--- src/rtl/viterbi_pkg.sv ---
// Shared trellis definitions for the convolutional encoder and the Viterbi decoder.
// Both sides of the link import this package, so they always agree on the
// constraint length and the two generator polynomials.
//   K          : constraint length (K-1 memory bits)
//   G0, G1     : generator polynomials; MSB taps the newest (incoming) bit
//   NUM_STATES : trellis state count, 2**(K-1)
//   enc_state_e: encoder frame-sequencing states
package viterbi_pkg;

  localparam int K = 3;
  localparam logic [K-1:0] G0 = 3'b111;
  localparam logic [K-1:0] G1 = 3'b101;
  localparam int NUM_STATES = 1 << (K - 1);

  typedef enum logic [1:0] {
    IDLE,
    DATA,
    TAIL
  } enc_state_e;

endpackage

--- src/rtl/conv_encoder_if.sv ---
// Handshake bundle between a bit source/sink and the convolutional encoder.
//   in_valid/in_ready/in_bit/in_last : information-bit stream into the encoder
//   out_valid/out_ready/out_sym/out_last : code-symbol stream out of the encoder
//   frame_done : one-cycle pulse after the final symbol of a frame is taken
//   sym_count  : symbols accepted downstream in the current frame
// The encoder uses the slave modport; the driving environment uses master.
interface conv_encoder_if;

  logic        in_valid;
  logic        in_ready;
  logic        in_bit;
  logic        in_last;
  logic        out_valid;
  logic        out_ready;
  logic [1:0]  out_sym;
  logic        out_last;
  logic        frame_done;
  logic [15:0] sym_count;

  modport master (
    output in_valid, in_bit, in_last, out_ready,
    input  in_ready, out_valid, out_sym, out_last, frame_done, sym_count
  );

  modport slave (
    input  in_valid, in_bit, in_last, out_ready,
    output in_ready, out_valid, out_sym, out_last, frame_done, sym_count
  );

endinterface

--- src/rtl/conv_encoder_parity.sv ---
// Single generator-polynomial parity: XOR of the tap bits selected by the
// polynomial.
//   i_taps   : {newest bit, shift-register contents}
//   i_poly   : generator polynomial, bit-aligned with i_taps
//   o_parity : resulting code bit
module conv_parity #(
  parameter int K = 3
) (
  input  logic [K-1:0] i_taps,
  input  logic [K-1:0] i_poly,
  output logic         o_parity
);

  assign o_parity = ^(i_taps & i_poly);

endmodule

--- src/rtl/conv_encoder.sv ---
// Rate-1/2 feed-forward convolutional encoder with frame termination.
// Each accepted information bit yields one 2-bit code symbol; after the bit
// flagged in_last, K-1 zero bits are pushed through so the register ends at
// all zeros and the decoder can finish in the zero state.
//   clk, rst : single clock, asynchronous active-high reset
//   bus      : conv_encoder_if.slave (input stream, output stream, status)
module conv_encoder #(
  parameter int           K  = viterbi_pkg::K,
  parameter logic [K-1:0] G0 = viterbi_pkg::G0,
  parameter logic [K-1:0] G1 = viterbi_pkg::G1
) (
  input  logic          clk,
  input  logic          rst,
  conv_encoder_if.slave bus
);

  import viterbi_pkg::*;

  localparam int             TW        = (K > 1) ? $clog2(K) : 1;
  localparam logic [TW-1:0]  TAIL_LAST = TW'(K - 2);

  enc_state_e    r_state;
  logic [K-2:0]  r_s;
  logic [TW-1:0] r_tailCnt;
  logic          r_outValid;
  logic          r_outLast;
  logic [1:0]    r_outSym;
  logic          r_frameDone;
  logic [15:0]   r_symCount;

  logic          w_slotFree;
  logic          w_inReady;
  logic          w_inFire;
  logic          w_tailFire;
  logic          w_load;
  logic          w_outFire;
  logic          w_dataBit;
  logic [K-1:0]  w_taps;
  logic          w_par1;
  logic          w_par0;

  // The output register can take a new symbol when empty or being drained
  // this cycle; both data bits and tail zeros compete for the same slot.
  assign w_slotFree = !r_outValid || bus.out_ready;
  assign w_inReady  = (r_state != TAIL) && w_slotFree;
  assign w_inFire   = bus.in_valid && w_inReady;
  assign w_tailFire = (r_state == TAIL) && w_slotFree;
  assign w_load     = w_inFire || w_tailFire;
  assign w_outFire  = r_outValid && bus.out_ready;

  // During TAIL the newest tap is forced to zero to flush the register.
  assign w_dataBit = (r_state == TAIL) ? 1'b0 : bus.in_bit;
  assign w_taps    = {w_dataBit, r_s};

  conv_parity #(.K(K)) u_parG0 (
    .i_taps   (w_taps),
    .i_poly   (G0),
    .o_parity (w_par1)
  );

  conv_parity #(.K(K)) u_parG1 (
    .i_taps   (w_taps),
    .i_poly   (G1),
    .o_parity (w_par0)
  );

  // Frame sequencer plus the registered output stage. The shift register
  // advances only when a symbol is actually produced, so stalls leave both
  // the state and the held symbol untouched.
  always_ff @(posedge clk or posedge rst) begin
    if (rst) begin
      r_state     <= IDLE;
      r_s         <= '0;
      r_tailCnt   <= '0;
      r_outValid  <= 1'b0;
      r_outLast   <= 1'b0;
      r_outSym    <= 2'b00;
      r_frameDone <= 1'b0;
    end else begin
      if (w_load) begin
        r_s        <= w_taps[K-1:1];
        r_outSym   <= {w_par1, w_par0};
        r_outValid <= 1'b1;
        r_outLast  <= w_tailFire && (r_tailCnt == TAIL_LAST);
      end else if (bus.out_ready) begin
        r_outValid <= 1'b0;
        r_outLast  <= 1'b0;
      end

      case (r_state)
        IDLE, DATA: begin
          if (w_inFire) begin
            r_state <= bus.in_last ? TAIL : DATA;
          end
        end
        TAIL: begin
          if (w_tailFire) begin
            if (r_tailCnt == TAIL_LAST) begin
              r_state   <= IDLE;
              r_tailCnt <= '0;
            end else begin
              r_tailCnt <= r_tailCnt + TW'(1);
            end
          end
        end
        default: r_state <= IDLE;
      endcase

      r_frameDone <= w_outFire && r_outLast;
    end
  end

  // Symbols taken downstream this frame. The clear lands together with the
  // frame_done pulse; a first symbol of the next frame taken in that same
  // cycle is counted immediately.
  always_ff @(posedge clk or posedge rst) begin
    if (rst) begin
      r_symCount <= 16'd0;
    end else if (r_frameDone) begin
      r_symCount <= w_outFire ? 16'd1 : 16'd0;
    end else if (w_outFire && (r_symCount != 16'hFFFF)) begin
      r_symCount <= r_symCount + 16'd1;
    end
  end

  assign bus.in_ready   = w_inReady;
  assign bus.out_valid  = r_outValid;
  assign bus.out_sym    = r_outSym;
  assign bus.out_last   = r_outLast;
  assign bus.frame_done = r_frameDone;
  assign bus.sym_count  = r_symCount;

endmodule

--- src/flat_wrapper.sv ---
// flat-port wrapper written by rule: the top's interface ports become plain ports
module conv_encoder_flat import viterbi_pkg::*;
#(
  parameter int           K  = viterbi_pkg::K,
  parameter logic [K-1:0] G0 = viterbi_pkg::G0,
  parameter logic [K-1:0] G1 = viterbi_pkg::G1
)
  (clk, rst, bus_in_valid, bus_in_bit, bus_in_last, bus_out_ready, bus_in_ready, bus_out_valid, bus_out_sym, bus_out_last, bus_frame_done, bus_sym_count);
  conv_encoder_if bus_i ();
  input  logic clk;
  input  logic rst;
  input wire logic [$bits(bus_i.in_valid)-1:0] bus_in_valid;
  input wire logic [$bits(bus_i.in_bit)-1:0] bus_in_bit;
  input wire logic [$bits(bus_i.in_last)-1:0] bus_in_last;
  input wire logic [$bits(bus_i.out_ready)-1:0] bus_out_ready;
  output wire logic [$bits(bus_i.in_ready)-1:0] bus_in_ready;
  output wire logic [$bits(bus_i.out_valid)-1:0] bus_out_valid;
  output wire logic [$bits(bus_i.out_sym)-1:0] bus_out_sym;
  output wire logic [$bits(bus_i.out_last)-1:0] bus_out_last;
  output wire logic [$bits(bus_i.frame_done)-1:0] bus_frame_done;
  output wire logic [$bits(bus_i.sym_count)-1:0] bus_sym_count;
  assign bus_i.in_valid = bus_in_valid;
  assign bus_i.in_bit = bus_in_bit;
  assign bus_i.in_last = bus_in_last;
  assign bus_i.out_ready = bus_out_ready;
  assign bus_in_ready = bus_i.in_ready;
  assign bus_out_valid = bus_i.out_valid;
  assign bus_out_sym = bus_i.out_sym;
  assign bus_out_last = bus_i.out_last;
  assign bus_frame_done = bus_i.frame_done;
  assign bus_sym_count = bus_i.sym_count;
  conv_encoder #(.K(K), .G0(G0), .G1(G1)) u_core (.clk(clk), .rst(rst), .bus(bus_i));
endmodule
--- config.mk ---
export PLATFORM = sky130hd
export DESIGN_NAME = conv_encoder_flat
export DESIGN_NICKNAME = d
export VERILOG_FILES = /design/src/rtl/viterbi_pkg.sv /design/src/rtl/conv_encoder_if.sv /design/src/rtl/conv_encoder_parity.sv /design/src/rtl/conv_encoder.sv /design/src/flat_wrapper.sv
export SDC_FILE = /design/constraint.sdc
export NUM_CORES = 1
export LEC_CHECK = 0
export ABC_AREA = 1
export CAP_MARGIN = 0
export CORE_UTILIZATION = 46
export DETAILED_ROUTE_END_ITERATION = 12
export PLACE_DENSITY_LB_ADDON = 0.2
export SYNTH_ARGS = -nofsm -noshare
export SYNTH_HDL_FRONTEND = slang
export SYNTH_SLANG_ARGS = --single-unit
export TNS_END_PERCENT = 20
--- constraint.sdc ---
create_clock -name clk -period 1.45 [get_ports clk]
set_input_delay 0.29 -clock clk [delete_from_list [all_inputs] [get_ports clk]]
set_output_delay 0.29 -clock clk [all_outputs]
set_load 0.02 [all_outputs]
* Yosys cells after proc, flatten, opt, wreduce, memory -nomap -nowiden *
Cells that the tools add are included.

operators by class
  eq/ne operators = 8
  muxes and demuxes = 13
  reduce and logical (&&, ||, !) cells = 18
  $add $sub $neg = 2

operator list
  cell                                                                   count
  16-bit 2-to-1 mux                                                      2
  16-bit by 1-bit adder with 16-bit output, second input constant        1
  16-bit != test, second input constant                                  1
  2-bit 2-to-1 mux                                                       5
  1-bit logical AND                                                      7
  3-bit parity                                                           2
  1-bit 2-to-1 mux                                                       5
  2-bit by 1-bit equality test with 1-bit output, second input constant  2
  2-bit by 1-bit != test with 1-bit output, second input constant        2
  2-bit != test, second input constant                                   2
  2-bit one-hot mux with 2 select lines                                  1
  2-bit nonzero test                                                     2
  3-bit AND reduction                                                    1
  2-bit by 1-bit adder with 2-bit output, second input constant          1
  2-bit equality test, second input constant                             1
  2-bit logical NOT                                                      1
  1-bit logical OR                                                       2
  2-bit AND reduction                                                    1
  2-bit OR reduction                                                     1
  1-bit logical NOT                                                      1

storage, ports and cells
  bits in registers = 27
  output and inout bits = 22

* Longest topological paths before layout *
Gate-level depths: netlist of run 1.

  depth after elaboration = 6
  gate-level depth with buffers = 10

* Modules after synthesis *
Synthesis of run 1 repeated with hierarchy kept, for this count alone.

unflattened totals
  cell total of the unflattened synthesis = 218
  area total of the unflattened synthesis = 1570.3 um2

by module, submodules not included
  module        instances  cells an instance  area an instance (um2)  seq. area each (um2)
  conv_encoder  1          196                1482.7                  675.6
  conv_parity   2          11                 43.8                    0.0

* Least setup slack after synthesis of run 1 *
Ideal clock, no wire load.

  path type = flip-flop to flip-flop
  start point = register u_core.r_symCount[1] (netlist: u_core.bus.sym_count[1])
  end point = register u_core.r_symCount[6] (netlist: u_core.bus.sym_count[6])
  data required time = 1.333 ns
  setup slack = -0.176 ns
  clock period less this slack = 1.626 ns
  path buffers = 1
  library setup time = 0.117 ns
  data arrival time = 1.509 ns
  cell stages (with the launch flop) = 10
  cell sequence = dfrtp_1 -> ha_1 -> nand2_2 -> nor2_4 -> nand2_2 -> nor2_4 -> nor2_1 -> buf_2 -> nand3_1 -> nand2_1

on the way
  longest elaborated chain between the ends = 3
  elaborated cells between the ends (all ways) = 6
  classes of those cells = add/sub: 1; eq/ne: 1; mux: 2; reduce/logical: 2

RTL lines
  element                                                                            line                                      text
  from (decl)                                                                        conv_encoder.sv:29                        logic [15:0] r_symCount;
  from (signal assigned)                                                             conv_encoder.sv:120                       r_symCount <= w_outFire ? 16'd1 : 16'd0;
  from (signal assigned)                                                             conv_encoder.sv:122                       r_symCount <= r_symCount + 16'd1;
  16-bit by 1-bit adder with 16-bit output / 16-bit != test (equally long branches)  conv_encoder.sv:122, conv_encoder.sv:121
  16-bit 2-to-1 mux / 1-bit logical AND (equally long branches)                      conv_encoder.sv:121                       end else if (w_outFire && (r_symCount != 16'hFFFF)) begin
  16-bit 2-to-1 mux / 2-bit nonzero test (equally long branches)                     -

Parallel ways exist; a longest one is shown, timed or not. The select of a mux whose other input is x is not followed.
A chain may end at the register's enable or synchronous reset.

* Final worst setup path of run 1 *
  start point = register u_core.r_symCount[0] (netlist: u_core.bus.sym_count[0])
  end point = register u_core.r_symCount[0] (netlist: u_core.bus.sym_count[0])

Same word-level chain as after synthesis.

==> results.json, run 1 <==
{
  "run_status": "complete, no violations",
  "dieArea_um2": 3500,
  "place.port_buffers": 27,
  "critPathKind": "reg -> reg",
  "vdd_ir_drop_max_v": 0.000980,
  "cts.clk_slew.worst_paths_ns": 0.15,
  "yosys.area.top_type_share_pct": 44.9,
  "report.final.hold_viol_count": 0,
  "cp.required_ns": 1.68,
  "die-height_um": 59.2,
  "worst_r2r_startpoint": "u_core.bus.sym_count[0]",
  "worst_ep_arrival_time_ns": 1.68,
  "detail_route.drc_violations": 0,
  "synth_sequential_area_ratio_pct": 44.9,
  "antenna_cells_inserted": 0,
  "drt_iter0_markers": 59,
  "ys_types": 24,
  "ys.flop_type": "sky130_fd_sc_hd__dfrtp_1",
  "layout.nets": 271,
  "period_minus_slack_ns": 1.45,
  "worst_pin_slew_ns": 0.348,
  "worstReg2RegEnd": "u_core.bus.sym_count[0]",
  "slew_viol_final": 0,
  "grt_first_pass_wirelength_um": 5830,
  "start_kind": "register",
  "globalRoute.totalOverflow": 0,
  "drt_first_pass_iters": 4,
  "synth_area_per_cell_um2": 7.45,
  "worst_r2r_path_depth": 9,
  "synth.largest_area_cell": "sky130_fd_sc_hd__dfrtp_1",
  "post_synth_main_area_contributors": "sky130_fd_sc_hd__dfrtp_1 45%, sky130_fd_sc_hd__nand2_1 18%, sky130_fd_sc_hd__nor2_1 5.5%",
  "synth_warnings": 0,
  "max_clock_freq_mhz": 692,
  "post-route-period-util_pct": 99.7,
  "pin_count_of_the_biggest_net_entering_global_routing": 28,
  "final_cell_area_um2": 2090,
  "commonest_cells_after_routing_fill_and_taps_aside": "67 x sky130_fd_sc_hd__nand2_1, 31 x sky130_fd_sc_hd__buf_4, 24 x sky130_fd_sc_hd__dfrtp_1, 21 x sky130_fd_sc_hd__nor2_1, 18 x sky130_fd_sc_hd__inv_1",
  "multiInputGateArea_um2": 757,
  "fillCellCount": 288,
  "pin_count": 28,
  "synth_fp_nets": 209,
  "clk-insertion-delay-late_ns": 0.33,
  "grt_pass1_vias": 1350,
  "syn-instance-count": 202,
  "htree_num_levels": 1,
  "detail_route.vias_per_cell": 4.73,
  "die_w_um": 59.2,
  "area.growth.synth_to_final_pct": 38.8,
  "max_slew_margin_pct": 76.8,
  "setup_viol": 0,
  "ant_nets": 0,
  "layout-drive-gt1-share_pct": 25.9,
  "setup_repair_after_global_routing_missed_its_margin": "yes",
  "cp_max_fo": 6,
  "globalRouteTotalUtil_pct": 22.0,
  "rows": 20,
  "cts_root_buf": "sky130_fd_sc_hd__clkbuf_4",
  "max_cap_viol_count": 0,
  "post_cts_hold_buffer_count": 0,
  "number_of_flip_flops_and_latches_in_the_synthesized_netlist": 27,
  "cts_max_path_buffers": 2,
  "final_common_cell": "sky130_fd_sc_hd__nand2_1",
  "hold_path.class": "in -> async",
  "rrSetupSlack_ns": 0.004,
  "end_kind": "register",
  "routedWlPerCell_um": 11.3,
  "grt_antenna_before_repair": 0,
  "hpwlAfterDp_um": 2510,
  "placeableCoreArea_um2": 3080,
  "fin_worst_hold_slack_ns": 0.290,
  "asyncSetResetFlopFracSynth_pct": 100,
  "numCtsBuffers": 3,
  "ff_latch_area_um2": 679,
  "powerDensity_nw_per_um2": 1280,
  "routed-via-count": 1451,
  "leakagePower_nw": 1.10,
  "dpl_cell_area_um2": 2050,
  "drt_total_wl_um": 3480,
  "clock_sinks": 27,
  "place_congestion": 0.791,
  "syn-cell-area_um2": 1500,
  "clock_skew_ns": 0.00988,
  "cts_tree": "yes",
  "synth_edf_count": 0,
  "initial_standard_cell_utilization_of_the_core_pct": 48.9
}
[synth_stat cells, types with 2 or more instances]
cell type,instances
sky130_fd_sc_hd__xor2_1,4
sky130_fd_sc_hd__nand3_1,15
sky130_fd_sc_hd__dfrtp_1,27
sky130_fd_sc_hd__a21oi_1,5
sky130_fd_sc_hd__o21ai_0,5
sky130_fd_sc_hd__nand4_1,10
sky130_fd_sc_hd__nor2_1,22
sky130_fd_sc_hd__inv_1,20
sky130_fd_sc_hd__xnor2_1,2
sky130_fd_sc_hd__nor2_4,2
sky130_fd_sc_hd__nand2_2,5
sky130_fd_sc_hd__nand2_1,73
[worst max-delay path, cell delays in order, from the launching register on]
cell and delay [ns]:
sky130_fd_sc_hd__dfrtp_2 0.41, sky130_fd_sc_hd__ha_4 0.17, sky130_fd_sc_hd__nand2_4 0.06, sky130_fd_sc_hd__nor2_4 0.12, sky130_fd_sc_hd__nand2_2 0.08, sky130_fd_sc_hd__nor2_4 0.15
sky130_fd_sc_hd__nor2_2 0.06, sky130_fd_sc_hd__buf_6 0.14, sky130_fd_sc_hd__a21oi_2 0.10, sky130_fd_sc_hd__nand2_1 0.06
[worst max-delay path by stage]
stage,depth (start not counted),to,start
final,9,u_core.bus.sym_count[0],u_core.bus.sym_count[0]
after CTS,9,u_core.bus.sym_count[0],u_core.bus.sym_count[1]
after global placement,6,bus_in_ready,bus_out_ready
after floorplan,10,u_core.bus.sym_count[5],u_core.bus.sym_count[1]
after global routing,9,u_core.bus.sym_count[5],u_core.bus.sym_count[0]
after detailed placement,6,bus_in_ready,bus_out_ready
[metal layers]
layer,vias to the layer above,GRT usage [%],part of all wire [%]
li1,764,-,-
met1,660,27.0,46
met2,27,40.1,51
met3,0,4.59,2.8
met4,0,3.06,0
met5,-,0,0
[cell families (layout without fill, tap and decap cells)]
| group | Yosys count | count (layout) | synth area share, % |
|---|---|---|---|
| AOI/OAI and AO/OA | 16 | 16 | 6.57 |
| xor gates and xnor gates | 6 | 6 | 3.49 |
| adders and majority gates | 1 | 1 | 0.832 |
| buffers and inverters | 24 | 85 | 7.32 |
| DFF | 27 | 27 | 44.9 |
| and+or+nand+nor | 128 | 128 | 36.9 |
[per-stage QoR]
step	TNS [ns]	utilization (%)	power (mW)	instances	worst slack [ns]
after floorplan	-0.812	-	1.81	202	-0.0798
after global placement	-0.619	66.5	2.33	300	-0.444
after detailed placement	-0.837	66.5	2.36	300	-0.461
after CTS	-0.0134	66.7	2.64	305	-0.0134
after global routing	-1.13	67.8	2.87	307	-0.0972
final	0	67.8	2.67	307	0.00407
[final cells by class]
type	count	share of cell area, %
sequential	27	32.6
timing repair buffer	60	23.2
clock buffer	3	1.08
multi-input combinational	151	36.3
tap	44	2.64
inverter	21	4.02
clock inverter	1	0.240
[where the power goes]
group	total [mW]	internal, mW	switching (mW)
Clock	0.333	0.104	0.229
Sequential	1.10	0.947	0.150
Combinational	1.24	0.542	0.698
[sequential cells by signal, indices dropped and copies added, names as in the netlist]
signal,flops
u_core.r_tailCnt,2
u_core.bus.out_sym,2
u_core.bus.frame_done,1
u_core.r_state,2
u_core.bus.out_last,1
u_core.r_s,2
u_core.bus.sym_count,16
u_core.bus.out_valid,1
[repair_timing]
item                                    CTS  global route
resized for setup                        37            24
endpoints found under the hold margin     0             0
pin swaps                                 0             7
gates cloned                              0             1
endpoints found under the setup margin   23            26
setup buffers                             1             1
Note: power is estimated with default switching activity, not from simulation.
==> inputs of run 2 (changes only) <==
--- a/config.mk
+++ b/config.mk
@@ -9,7 +9,7 @@
 export CAP_MARGIN = 0
 export CORE_UTILIZATION = 46
 export DETAILED_ROUTE_END_ITERATION = 12
-export PLACE_DENSITY_LB_ADDON = 0.2
+export PLACE_DENSITY_LB_ADDON = 0.15
 export SYNTH_ARGS = -nofsm -noshare
 export SYNTH_HDL_FRONTEND = slang
 export SYNTH_SLANG_ARGS = --single-unit
==> results.json, run 2 (same netlist as run 1, synthesis figures left out) <==
{
  "routedWlPerCell_um": 12.2,
  "dieArea_um2": 3500,
  "hpwlAfterDp_um": 2730,
  "cts_root_buf": "sky130_fd_sc_hd__clkbuf_4",
  "drt_iter0_markers": 87,
  "run_status": "complete, but fails checks",
  "post-route-period-util_pct": 102,
  "setup_repair_after_global_routing_missed_its_margin": "yes",
  "cts_tree": "yes",
  "routed-via-count": 1580,
  "layout.nets": 276,
  "numCtsBuffers": 3,
  "setup_viol": 2,
  "max_slew_margin_pct": 76.0,
  "max_cap_viol_count": 0,
  "slew_viol_final": 0,
  "end_kind": "register",
  "clock_power_share_pct": 12.5,
  "ant_nets": 0,
  "globalRouteTotalUtil_pct": 24.2,
  "grt_pass1_vias": 1532,
  "commonest_cells_after_routing_fill_and_taps_aside": "69 x sky130_fd_sc_hd__nand2_1, 35 x sky130_fd_sc_hd__buf_4, 25 x sky130_fd_sc_hd__dfrtp_1, 19 x sky130_fd_sc_hd__inv_1, 18 x sky130_fd_sc_hd__nor2_1",
  "failed_checks": "negative setup slack",
  "p_sw_share_pct": 40.9,
  "vdd_ir_drop_max_v": 0.000900,
  "cp_max_fo": 6,
  "die-height_um": 59.2,
  "fillCellCount": 262,
  "finalWorstSetupSlack_ns": -0.0219,
  "grt_antenna_before_repair": 0,
  "rrSetupSlack_ns": -0.02,
  "clk-insertion-delay-late_ns": 0.34,
  "worst_path_most_repeated_cell": "sky130_fd_sc_hd__nor2_4",
  "place.detailed.instances": 304,
  "p_switching_mw": 1.12,
  "worstReg2RegEnd": "u_core.bus.sym_count[0]",
  "worst_pin_slew_ns": 0.360,
  "htree_num_levels": 1,
  "final_cell_area_um2": 2130,
  "start_kind": "register",
  "detail_route.drc_violations": 0,
  "timing.critical_path.max_delay_family": "simple AND/OR/NAND/NOR gates",
  "report.final.hold_viol_count": 0,
  "place.port_buffers": 27,
  "worst_r2r_path_depth": 9,
  "critPathKind": "reg -> reg",
  "leakagePower_nw": 1.13,
  "cp.required_ns": 1.69,
  "initial_standard_cell_utilization_of_the_core_pct": 48.9,
  "powerDensity_nw_per_um2": 1290,
  "largest_reg_flops": 16,
  "drt_total_wl_um": 3800,
  "detail_route.vias_per_cell": 5.06,
  "cell_internal_pwr_mw": 1.62,
  "cts_max_path_buffers": 2,
  "critical_path_buf_inv_count": 1,
  "cts.clk_slew.worst_paths_ns": 0.16,
  "power_frac_seq_pct": 39.6,
  "hold_path.class": "in -> async",
  "max_clock_freq_mhz": 679,
  "period_minus_slack_ns": 1.47,
  "crit_path_cell_trace": "ha_4 -> nand2_4 -> nor2_4 -> nand2_2 -> nor2_4 -> nor2_2 -> buf_6 -> a21oi_4 -> nand2_1",
  "slowest_delay_ns": 0.43,
  "worst_ep_arrival_time_ns": 1.71,
  "clock_skew_ns": 0.00758,
  "grt_first_pass_wirelength_um": 6440,
  "pin_count": 28,
  "final_common_cell": "sky130_fd_sc_hd__nand2_1",
  "placeableCoreArea_um2": 3080,
  "pin_count_of_the_biggest_net_entering_global_routing": 28,
  "globalRoute.totalOverflow": 0,
  "die_w_um": 59.2,
  "fin_cells": 312,
  "utilization_pct": 69.1,
  "power.combinational.fraction_pct": 47.9,
  "rows": 20,
  "crit_slowest_cell": "sky130_fd_sc_hd__dfrtp_2",
  "clock_sinks": 27,
  "antenna_cells_inserted": 0,
  "layout-drive-gt1-share_pct": 28.0,
  "place_congestion": 0.843,
  "worst_r2r_startpoint": "u_core.bus.sym_count[0]",
  "report.power.total_mw": 2.74,
  "area.growth.synth_to_final_pct": 41.3,
  "post_cts_hold_buffer_count": 0,
  "drt_first_pass_iters": 4,
  "dpl_cell_area_um2": 2080
}
## run 2: cell count changes in the layout (fill, tap and decap cells not counted), sizes merged
| cell | delta |
|---|---|
| buf | +6 |
| clkbuf | +1 |
| clkdlybuf4s15 | -1 |
| dlygate4sd2 | -1 |
## run 2: how the worst max path moves through the flow
stage	start	to	slack [ns]	depth (start not counted)
2_1_floorplan	u_core.bus.sym_count[1]	u_core.bus.sym_count[5]	-0.08	10
3_3_place_gp	bus_out_ready	bus_in_ready	-0.43	6
3_5_place_dp	bus_out_ready	bus_in_ready	-0.44	6
4_1_cts	u_core.bus.sym_count[0]	u_core.bus.sym_count[0]	-0.006	9
5_1_grt	u_core.bus.sym_count[0]	u_core.bus.sym_count[0]	-0.1	9
6_report	u_core.bus.sym_count[0]	u_core.bus.sym_count[0]	-0.02	9
## run 2: tightest hold or removal path, stage by stage
cell and delay (ns):
sky130_fd_sc_hd__clkdlybuf4s50_1 0.39, sky130_fd_sc_hd__inv_1 0.06, sky130_fd_sc_hd__buf_4 0.33
## run 2: power by group through the flow
stage | Sequential [mW] | Clock, mW | Combinational (mW)
floorplan | 1.24 | 0 | 0.568
global placement | 1.10 | 0 | 1.25
detailed placement | 1.10 | 0 | 1.29
CTS | 1.08 | 0.353 | 1.24
global route | 1.11 | 0.382 | 1.46
finish | 1.09 | 0.344 | 1.31
## run 2: cell type report
class / instances / area [um2] / share of cell area, %
clock buffers: 3 / 22.5 / 1.06
clock inverters: 1 / 5.00 / 0.235
inverters: 21 / 83.8 / 3.94
multi-input cells: 151 / 771 / 36.3
flip-flops and latches: 27 / 678 / 31.9
well taps: 44 / 55.1 / 2.59
repair buffers: 65 / 510 / 24.0
## run 2: timing repair
action                     in CTS  in global routing
hold endpoints to repair        0                  0
resized for setup              38                 27
setup endpoints to repair      23                 27
pin swaps                       0                  4
gates cloned                    0                  1
setup buffers                   1                  2
## run 2: stage by stage
stage / hold WS, ns / worst slack, ns / setup TNS (ns)
floorplan: 0.343 / -0.0798 / -0.812
global placement: 0.476 / -0.427 / -0.626
detailed placement: 0.487 / -0.445 / -1.26
CTS: 0.310 / -0.00595 / -0.00595
global route: 0.360 / -0.0985 / -0.965
finish: 0.302 / -0.0219 / -0.0220
## run 2: routing by layer
| metal | vias up | track usage (%) | routed length [um] |
|---|---|---|---|
| met1 | 760 | 27.8 | 1650 |
| met4 | 0 | 10.5 | 88 |
| met3 | 11 | 4.15 | 114 |
| met2 | 30 | 43.7 | 1960 |
| li1 | 779 | - | - |
| met5 | - | 0 | 0 |
==> inputs of run 3 (changes only) <==
--- a/config.mk
+++ b/config.mk
@@ -7,7 +7,7 @@
 export LEC_CHECK = 0
 export ABC_AREA = 1
 export CAP_MARGIN = 0
-export CORE_UTILIZATION = 46
+export CORE_UTILIZATION = 50
 export DETAILED_ROUTE_END_ITERATION = 12
 export PLACE_DENSITY_LB_ADDON = 0.15
 export SYNTH_ARGS = -nofsm -noshare
==> constraint.sdc (replaced) <==
create_clock -name clk -period 1.4 [get_ports clk]
set_input_delay 0.28 -clock clk [delete_from_list [all_inputs] [get_ports clk]]
set_output_delay 0.28 -clock clk [all_outputs]
set_load 0.02 [all_outputs]
==> results.json, run 3 (same netlist as run 1, synthesis figures left out) <==
{
  "power_frac_seq_pct": 39.5,
  "dieArea_um2": 3230,
  "power.combinational.fraction_pct": 47.9,
  "placeableCoreArea_um2": 2810,
  "ant_nets": 0,
  "powerDensity_nw_per_um2": 1350,
  "routedWlPerCell_um": 12.5,
  "pin_count": 28,
  "p_sw_share_pct": 40.5,
  "die-height_um": 56.8,
  "cts_max_path_buffers": 2,
  "area.growth.synth_to_final_pct": 41.5,
  "utilization_pct": 75.9,
  "clock_sinks": 27,
  "start_kind": "register",
  "drt_first_pass_iters": 4,
  "finalWorstSetupSlack_ns": -0.0431,
  "end_kind": "register",
  "cts_tree": "yes",
  "slew_viol_final": 0,
  "hpwlAfterDp_um": 2770,
  "vdd_ir_drop_max_v": 0.000992,
  "setup-tns-final_ns": -0.281,
  "setup_viol": 15,
  "p_switching_mw": 1.17,
  "rrSetupSlack_ns": -0.04,
  "place_congestion": 0.888,
  "worst_r2r_path_depth": 9,
  "post_place_setup_slack_ns": -0.474,
  "max_cap_viol_count": 0,
  "layout.nets": 276,
  "place.port_buffers": 27,
  "hold_path.class": "in -> async",
  "critPathKind": "reg -> reg",
  "final_common_cell": "sky130_fd_sc_hd__nand2_1",
  "post-route-period-util_pct": 103,
  "htree_num_levels": 1,
  "clock_power_share_pct": 12.6,
  "antenna_cells_inserted": 0,
  "worst_r2r_startpoint": "u_core.bus.sym_count[0]",
  "rows": 19,
  "pin_count_of_the_biggest_net_entering_global_routing": 28,
  "cell_internal_pwr_mw": 1.72,
  "routed-via-count": 1533,
  "worst_ep_arrival_time_ns": 1.69,
  "detail_route.drc_violations": 0,
  "run_status": "complete, but fails checks",
  "clock_skew_ns": 0.0107,
  "drt_total_wl_um": 3750,
  "drt_iter0_markers": 98,
  "cts.clk_slew.worst_paths_ns": 0.16,
  "die_w_um": 56.8,
  "cp-startpoint": "u_core.bus.sym_count[0]",
  "detail_route.vias_per_cell": 5.13,
  "report.final.hold_viol_count": 0,
  "leakagePower_nw": 1.11,
  "grt_pass1_vias": 1471,
  "layout-drive-gt1-share_pct": 30.6,
  "setup_repair_after_global_routing_missed_its_margin": "yes",
  "globalRoute.totalOverflow": 0,
  "numCtsBuffers": 3,
  "cp.required_ns": 1.65,
  "failed_checks": "negative setup slack",
  "grt_antenna_before_repair": 0,
  "initial_standard_cell_utilization_of_the_core_pct": 53.6,
  "crit_path_end": "u_core.bus.sym_count[0]",
  "cts_root_buf": "sky130_fd_sc_hd__clkbuf_4",
  "clk-insertion-delay-late_ns": 0.34,
  "worst_pin_slew_ns": 0.237,
  "largest_reg_flops": 16,
  "grt_first_pass_wirelength_um": 6210,
  "period_minus_slack_ns": 1.44,
  "max_slew_margin_pct": 84.1,
  "worstReg2RegEnd": "u_core.bus.sym_count[0]",
  "max_clock_freq_mhz": 693,
  "cp_max_fo": 6,
  "commonest_cells_after_routing_fill_and_taps_aside": "67 x sky130_fd_sc_hd__nand2_1, 35 x sky130_fd_sc_hd__buf_4, 24 x sky130_fd_sc_hd__dfrtp_1, 18 x sky130_fd_sc_hd__nor2_1, 16 x sky130_fd_sc_hd__inv_1",
  "globalRouteTotalUtil_pct": 24.8
}
## run 3: routing by layer
metal | global-route usage, % | vias up | wire length (um)
met2 | 44.2 | 41 | 1960
met1 | 30.1 | 710 | 1580
met5 | 0 | - | 0
li1 | - | 778 | -
met4 | 9.41 | 0 | 38
met3 | 3.69 | 4 | 171
## run 3: worst min-delay path by stage
stage / start / cells past startpoint / endpoint / slack [ns]
after floorplan: rst / 1 / u_core.bus.frame_done / 0.33
after global placement: u_core.bus.out_sym[0] / 2 / u_core.bus.out_sym[0] / 0.47
after detailed placement: u_core.bus.out_sym[0] / 2 / u_core.bus.out_sym[0] / 0.48
after CTS: rst / 3 / u_core.bus.out_sym[0] / 0.27
after global routing: rst / 3 / u_core.bus.sym_count[7] / 0.28
final: rst / 3 / u_core.bus.sym_count[8] / 0.26
## run 3: worst max-delay path, cell delays in order (launching register included)
cell and delay [ns]:
sky130_fd_sc_hd__dfrtp_2 0.42, sky130_fd_sc_hd__ha_4 0.16, sky130_fd_sc_hd__nand2_4 0.06, sky130_fd_sc_hd__nor2_4 0.10
sky130_fd_sc_hd__nand2_2 0.08, sky130_fd_sc_hd__nor2_4 0.15, sky130_fd_sc_hd__nor2_2 0.07, sky130_fd_sc_hd__buf_6 0.14
sky130_fd_sc_hd__a21oi_2 0.10, sky130_fd_sc_hd__nand2_1 0.06
## run 3: timing repair
action                                  CTS  global route
buffers inserted                          1             0
gates resized for setup                  44            26
hold buffers                              0             0
endpoints found under the setup margin   32            38
gates cloned                              0             1
pin swaps                                 0             8
## run 3: area by class of cell
type | instances | area, um2
clock buffer | 3 | 22.5
tap | 31 | 38.8
sequential | 27 | 679
clock inverter | 1 | 7.51
timing repair buffer | 65 | 523
inverter | 21 | 83.8
fill | 224 | 677
multi-input combinational | 151 | 773
## run 3: metrics by stage
step / total power [mW] / cell area, um2 / instances / hold slack, ns
after floorplan: 1.87 / 1520 / 202 / 0.333
after global placement: 2.46 / 2090 / 293 / 0.467
after detailed placement: 2.53 / 2090 / 293 / 0.476
after CTS: 2.84 / 2100 / 298 / 0.267
after global routing: 3.09 / 2130 / 299 / 0.276
final: 2.88 / 2130 / 299 / 0.257
## run 3: power by group through the flow
stage	Clock (mW)	Combinational, mW	Sequential (mW)
global placement	0	1.32	1.13
detailed placement	0	1.39	1.15
floorplan	0	0.588	1.29
global route	0.394	1.53	1.16
CTS	0.368	1.34	1.13
finish	0.362	1.38	1.14
